$ cat src/rtl/bus_responder_pkg.sv
// bus_responder_pkg: shared state encoding and constants for the 65C02 bus responder.
package bus_responder_pkg;
   typedef logic [1:0] state_t;
   localparam state_t S_IDLE = 2'd0;
   localparam state_t S_WAIT = 2'd1;
   localparam state_t S_DONE = 2'd2;
   localparam logic [15:0] VEC_NMI_LO = 16'hFFFA;
   localparam logic [15:0] VEC_RST_LO = 16'hFFFC;
   localparam logic [15:0] VEC_IRQ_LO = 16'hFFFE;
   localparam logic [7:0]  NOP_OPCODE = 8'hEA;
endpackage

$ cat src/rtl/bus_vector_rom.sv
// bus_vector_rom: combinational byte select for the NMI/RST/IRQ vectors at FFFA-FFFF.
module bus_vector_rom #(
   parameter logic [15:0] NMI_VEC = 16'hE100,
   parameter logic [15:0] RST_VEC = 16'hE000,
   parameter logic [15:0] IRQ_VEC = 16'hE200
) (
   input  logic [15:0] addr,
   output logic        hit,
   output logic [7:0]  data
);
   import bus_responder_pkg::*;
   logic [15:0] vec;
   always_comb begin
      vec  = addr >= VEC_IRQ_LO ? IRQ_VEC : addr >= VEC_RST_LO ? RST_VEC : NMI_VEC;
      hit  = addr >= VEC_NMI_LO;
      data = addr[0] ? vec[15:8] : vec[7:0];
   end
endmodule

$ cat src/rtl/bus_responder.sv
// bus_responder: turns each 65C02 phi2 bus cycle into a req/ack memory transaction.
// Define BUS_RESPONDER_VECTOR_OVERRIDE_EN to answer FFFA-FFFF vector pulls locally.
module bus_responder #(
   parameter logic [7:0]  TIMEOUT = 8'd255,
   parameter logic [15:0] NMI_VEC = 16'hE100,
   parameter logic [15:0] RST_VEC = 16'hE000,
   parameter logic [15:0] IRQ_VEC = 16'hE200
) (
   input  logic        fclk,
   input  logic        resb,
   input  logic        phi2,
   input  logic [15:0] addr,
   input  logic        rwb,
   input  logic        sync,
   input  logic        vpb,
   input  logic        mlb,
   input  logic [7:0]  wdata,
   output logic [7:0]  rdata,
   output logic        rdata_oe,
   output logic        rdy,
   output logic        mem_req,
   output logic        mem_we,
   output logic [15:0] mem_addr,
   output logic [7:0]  mem_wdata,
   input  logic        mem_ack,
   input  logic [7:0]  mem_rdata,
   output logic        mem_lock,
   output logic        bus_err,
   output logic [15:0] last_fetch
);
   import bus_responder_pkg::*;
   state_t      state_q, state_d;
   logic        phi2_dly_q, phi2_dly_d;
   logic [7:0]  cnt_q, cnt_d;
   logic [7:0]  rdata_q, rdata_d;
   logic        rdata_oe_q, rdata_oe_d;
   logic        rdy_q, rdy_d;
   logic        mem_req_q, mem_req_d;
   logic        mem_we_q, mem_we_d;
   logic [15:0] mem_addr_q, mem_addr_d;
   logic [7:0]  mem_wdata_q, mem_wdata_d;
   logic        mem_lock_q, mem_lock_d;
   logic        bus_err_q, bus_err_d;
   logic [15:0] last_fetch_q, last_fetch_d;
   logic        rd_q, rd_d;
   logic        launch, finish, vec_hit;
   logic [7:0]  vec_byte;
`ifdef BUS_RESPONDER_VECTOR_OVERRIDE_EN
   logic rom_hit;
   bus_vector_rom #(.NMI_VEC(NMI_VEC), .RST_VEC(RST_VEC), .IRQ_VEC(IRQ_VEC)) u_rom (
      .addr (addr),
      .hit  (rom_hit),
      .data (vec_byte)
   );
   assign vec_hit = rwb && !vpb && rom_hit;
`else
   logic unused_vec;
   assign unused_vec = ^{vpb, NMI_VEC, RST_VEC, IRQ_VEC, VEC_NMI_LO, VEC_RST_LO, VEC_IRQ_LO};
   assign vec_hit    = 1'b0;
   assign vec_byte   = NOP_OPCODE;
`endif
   assign launch = state_q == S_IDLE && phi2 && !phi2_dly_q;
   // ack has priority over a timeout landing on the same cycle
   assign finish = mem_ack || cnt_q + 8'd1 == TIMEOUT;
   always_comb begin
      state_d      = state_q;
      phi2_dly_d   = phi2;
      cnt_d        = cnt_q;
      rdata_d      = rdata_q;
      rdata_oe_d   = rdata_oe_q;
      rdy_d        = rdy_q;
      mem_req_d    = mem_req_q;
      mem_we_d     = mem_we_q;
      mem_addr_d   = mem_addr_q;
      mem_wdata_d  = mem_wdata_q;
      mem_lock_d   = mem_lock_q;
      bus_err_d    = bus_err_q;
      last_fetch_d = last_fetch_q;
      rd_d         = rd_q;
      if (launch) begin
         mem_lock_d   = ~mlb;
         last_fetch_d = sync ? addr : last_fetch_q;
         if (vec_hit) begin
            rdata_d    = vec_byte;
            rdata_oe_d = 1'b1;
            state_d    = S_DONE;
         end else begin
            mem_addr_d  = addr;
            mem_we_d    = ~rwb;
            mem_wdata_d = wdata;
            mem_req_d   = 1'b1;
            rdy_d       = 1'b0;
            rd_d        = rwb;
            cnt_d       = 8'd0;
            state_d     = S_WAIT;
         end
      end else if (state_q == S_WAIT) begin
         cnt_d = cnt_q + 8'd1;
         if (finish) begin
            mem_req_d  = 1'b0;
            rdy_d      = 1'b1;
            bus_err_d  = bus_err_q || !mem_ack;
            rdata_d    = rd_q ? (mem_ack ? mem_rdata : NOP_OPCODE) : rdata_q;
            rdata_oe_d = rd_q;
            state_d    = S_DONE;
         end
      end else if (state_q == S_DONE && !phi2) begin
         rdata_oe_d = 1'b0;
         state_d    = S_IDLE;
      end
   end
   always_ff @(posedge fclk or negedge resb)
      if (!resb) begin
         state_q      <= S_IDLE;
         phi2_dly_q   <= 1'b1;
         cnt_q        <= 8'd0;
         rdata_q      <= 8'd0;
         rdata_oe_q   <= 1'b0;
         rdy_q        <= 1'b1;
         mem_req_q    <= 1'b0;
         mem_we_q     <= 1'b0;
         mem_addr_q   <= 16'd0;
         mem_wdata_q  <= 8'd0;
         mem_lock_q   <= 1'b0;
         bus_err_q    <= 1'b0;
         last_fetch_q <= 16'd0;
         rd_q         <= 1'b0;
      end else begin
         state_q      <= state_d;
         phi2_dly_q   <= phi2_dly_d;
         cnt_q        <= cnt_d;
         rdata_q      <= rdata_d;
         rdata_oe_q   <= rdata_oe_d;
         rdy_q        <= rdy_d;
         mem_req_q    <= mem_req_d;
         mem_we_q     <= mem_we_d;
         mem_addr_q   <= mem_addr_d;
         mem_wdata_q  <= mem_wdata_d;
         mem_lock_q   <= mem_lock_d;
         bus_err_q    <= bus_err_d;
         last_fetch_q <= last_fetch_d;
         rd_q         <= rd_d;
      end
   assign rdata      = rdata_q;
   assign rdata_oe   = rdata_oe_q;
   assign rdy        = rdy_q;
   assign mem_req    = mem_req_q;
   assign mem_we     = mem_we_q;
   assign mem_addr   = mem_addr_q;
   assign mem_wdata  = mem_wdata_q;
   assign mem_lock   = mem_lock_q;
   assign bus_err    = bus_err_q;
   assign last_fetch = last_fetch_q;
endmodule

$ cat config.mk
export PLATFORM = sky130hd
export DESIGN_NAME = bus_responder
export DESIGN_NICKNAME = d
export VERILOG_FILES = /design/src/rtl/bus_responder_pkg.sv /design/src/rtl/bus_vector_rom.sv /design/src/rtl/bus_responder.sv
export SDC_FILE = /design/constraint.sdc
export NUM_CORES = 1
export LEC_CHECK = 0
export CORE_ASPECT_RATIO = 0.7
export CORE_MARGIN = 10
export CORE_UTILIZATION = 30
export DETAILED_ROUTE_END_ITERATION = 10
export GPL_ROUTABILITY_DRIVEN = 1
export MAX_ROUTING_LAYER = met4
export PLACE_DENSITY = 0.59
export SETUP_SLACK_MARGIN = 0.4
export SLEW_MARGIN = 10
export SYNTH_ARGS = -nofsm -noshare
export SYNTH_HDL_FRONTEND = slang
export SYNTH_SLANG_ARGS = --single-unit
$ cat constraint.sdc
create_clock -name fclk -period 4.38 [get_ports fclk]
set_input_delay 0.876 -clock fclk [delete_from_list [all_inputs] [get_ports fclk]]
set_output_delay 0.876 -clock fclk [all_outputs]
set_load 0.05 [all_outputs]
==> impl_metrics.py <==
metrics = {
    "outcome": {
        "status": "completed",
    },
    "clock_network": {
        "postCtsSetupBuffers": 0,
        "clock_path_buffers": 2,
        "cts_max_level": 3,
        "cts-root-buf": "clkbuf_16",
        "tritoncts": "built",
        "cts_hold_repair.buffers": 0,
        "cts_made_buffers": 9,
        "clk_pin_slew_ps": 50,
        "insertion_delay_ps": 320,
        "cts_sinks": 66,
        "post_cts_resized": 0,
    },
    "run": {
        "maxCapViolations": 0,
    },
    "logic_synthesis": {
        "synth_cells": 283,
        "synth.distinct_cells": 45,
        "synth_fa_ha_area_share_pct": 0.8760,
        "synth_top_family_by_area": "simple AND/OR/NAND/NOR gates",
        "syn_nets": 325,
        "synth-compound-area-share_pct": 7.490,
        "synthMuxAreaShare_pct": 6.658,
        "synth.ff_latch_count": 66,
        "synthSimpleGateAreaFrac_pct": 23.00,
        "seq_area_frac_synth_pct": 57.91,
        "synth_xor_area_share_pct": 0,
        "yosysWarnings": 0,
        "avgSynthCellArea_um2": 10.09,
        "netlist_area_um2": 2856,
    },
    "pwr": {
        "p_switching_uw": 1618,
        "combPwrFrac_pct": 50.6,
        "p_leak_uw": 0.001873,
        "seqPwrFrac_pct": 29.8,
        "powerDensity_nw_per_um2": 853.7,
        "intPower_uw": 1925,
        "ir_drop_mv": 0.5166,
        "p_sw_share_pct": 45.66,
        "pwr-share-clk_pct": 19.6,
    },
    "sta": {
        "fin_crit_ps": 2567,
        "fmax_mhz": 389.6,
        "clock_skew_ps": 3.547,
        "max_slew.worst_pin.slew_ps": 756.3,
        "rsz0062_at_grt": "no",
        "setup-tns-final_ps": 0,
        "final-hold-violation-count": 0,
        "relSlewSlack_pct": 49.58,
        "setup_viol": 0,
        "drv_slew": 0,
        "finalCritPeriodShare_pct": 58.60,
    },
    "worst_setup_path": {
        "cp-start-kind": "input port",
        "slowest_delay_ps": 830,
        "cp_slowest_cell": "or4b_1",
        "worstPathArrival_ps": 2760,
        "endpoint_kind": "flip-flop",
        "cp_cell_sequence": "clkdlybuf4s50_1, or4b_1, buf_4, nand2_1, o21ai_0",
        "worstPathRequired_ps": 4570,
        "r2r_slack_ps": 2350,
        "worst-r2r-cell-count": 4,
        "worstSetupPathType": "input port to flip-flop",
        "reg2reg_from": "state_q[0]",
        "worst-path-max-fanout": 17,
        "r2r-end": "mem_we",
    },
    "cells_and_area": {
        "nets": 416,
        "nFillCells": 873,
        "drive_gt1_share_pct": 11.61,
        "seqCellArea_um2": 1654,
        "layout_commonest_cell": "nand2_1",
        "multiInputGateArea_um2": 1086,
        "final_cells": 503,
        "fin_util_pct": 45.21,
        "synthToLayoutAreaGrowth_pct": 45.29,
        "layout_common_cells": "nand2_1, clkdlybuf4s50_1, dfrtp_1",
        "diodes": 0,
    },
    "global_routing": {
        "grt_max_degree": 35,
        "overflow": 0,
        "grt_pass1_vias": 2392,
        "grt.total_usage_pct": 11.53,
        "grt_pass1_wl_um": 12350,
        "antenna_found_initial": 0,
    },
    "placement": {
        "dp_hpwl_um": 5531,
        "port_buffers": 92,
        "dp_cells": 487,
        "gp_congestion": 0.8021,
    },
    "die": {
        "dieHeight_um": 101.6,
        "ios": 94,
        "die_area_um2": 13890,
        "die_w_um": 136.6,
        "rows": 29,
        "coreArea_um2": 9180,
        "start_util_pct": 31.12,
    },
    "min_path": {
        "min_path_cells": 2,
        "worstHoldStart": "bus_err",
        "min_to": "bus_err",
        "hp-class": "flip-flop to flip-flop",
    },
    "drt": {
        "viasPerCell": 4.541,
        "drc_errors": 0,
        "first_iter_violations": 175,
        "vias": 2284,
        "drt-met1-wl_um": 3682,
        "met2WireLength_um": 3337,
        "firstDrtPassIters": 4,
        "final_antenna_net_count": 0,
        "routed_wl_um": 7688,
        "route.top_layer_used": "met4",
        "avgRoutedWirePerCell_um": 15.28,
        "met3_length_um": 637,
    },
}
==> metal layers <==
layer  GRT usage [%]  vias to the layer above
li1                -                     1129
met5               -                        -
met3           5.094                        4
met4           3.184                        0
met1           14.48                     1078
met2           16.43                       73
==> kinds of logic (layout without fill, tap and decap cells) <==
group,count (synthesis),count (layout)
adders and majority gates,2,2
and+or+nand+nor,141,141
buffers and inverters,21,117
AOI/OAI and AO/OA,36,36
muxes,17,17
DFF,66,66
==> registers in the layout, indices dropped and copies added (netlist names) <==
register	flops
last_fetch	16
rd_q	1
mem_lock	1
mem_addr	16
mem_we	1
mem_req	1
cnt_q	8
mem_wdata	8
rdata_oe	1
bus_err	1
rdata	8
rdy	1
state_q	2
phi2_dly_q	1
==> cell type report <==
| type | count | area share, % |
|---|---|---|
| clock buffers | 13 | 6.030 |
| clock inverters | 3 | 0.9647 |
| well taps | 124 | 3.738 |
| multi-input cells | 196 | 26.17 |
| inverters | 5 | 0.4522 |
| flip-flops and latches | 66 | 39.86 |
| repair buffers | 96 | 22.79 |
==> worst max-delay path by stage <==
stage / start / end / slack, ps
floorplan: phi2 / mem_addr[0] / 2540
global placement: phi2 / mem_we / 1510
detailed placement: phi2 / mem_we / 1500
CTS: rdy / rdy / 1810
global route: phi2 / mem_we / 1710
finish: phi2 / mem_we / 1810
==> per-stage QoR <==
step | hold WS, ps | setup slack [ps] | cell area (um^2) | total power (uW)
finish | 468.7 | 1813 | 4150 | 3543
global route | 494.5 | 1705 | 4150 | 3759
CTS | 475.1 | 1811 | 4150 | 3591
detailed placement | 461.6 | 1496 | 3860 | 2873
global placement | 456.6 | 1505 | 3860 | 2851
floorplan | 497.1 | 2539 | 2856 | 2229
==> power groups by stage <==
stage	combinational (uW)	sequential (uW)	clock [uW]
6_report	1790	1060	695
5_1_grt	1900	1100	758
4_1_cts	1820	1060	717
3_5_place_dp	1810	1060	0
3_3_place_gp	1800	1050	0
2_1_floorplan	392	1840	0
==> critical path: cells and delay by family <==
kind | cells | cell delay [ps]
compound gates | 1 | 70
simple gates | 2 | 900
buf+inv | 2 | 900
==> cells in the mapped netlist (all sizes together) <==
library cell | instances | share of area (%)
o2111ai | 1 | 0.31
a21boi | 1 | 0.26
inv | 5 | 0.66
o31ai | 2 | 0.53
dfstp | 2 | 1.8
mux2i | 1 | 0.35
mux2 | 16 | 6.3
and2b | 1 | 0.26
dfrtp | 64 | 56
a21oi | 7 | 1.2
clkdlybuf4s25 | 1 | 0.35
a221o | 1 | 0.35
o41ai | 1 | 0.31
nand4b | 1 | 0.31
and3 | 4 | 0.92
nand3b | 7 | 1.8
o21ai | 17 | 3.0
and4bb | 1 | 0.57
nand2 | 104 | 14
nor3 | 1 | 0.18
and3b | 1 | 0.31
a211oi | 1 | 0.26
and2 | 1 | 0.31
a21bo | 1 | 0.35
nand3 | 4 | 0.88
nand2b | 1 | 0.22
or4b | 1 | 0.35
ha | 2 | 0.88
a21o | 1 | 0.26
or3 | 1 | 0.22
o22ai | 1 | 0.22
buf | 9 | 1.9
nor4b | 1 | 0.83
and4 | 1 | 0.35
a31oi | 2 | 0.44
nor2 | 8 | 1.1
nand4 | 3 | 0.66
clkbuf | 6 | 1.2
(Power assumes the default switching activity.)
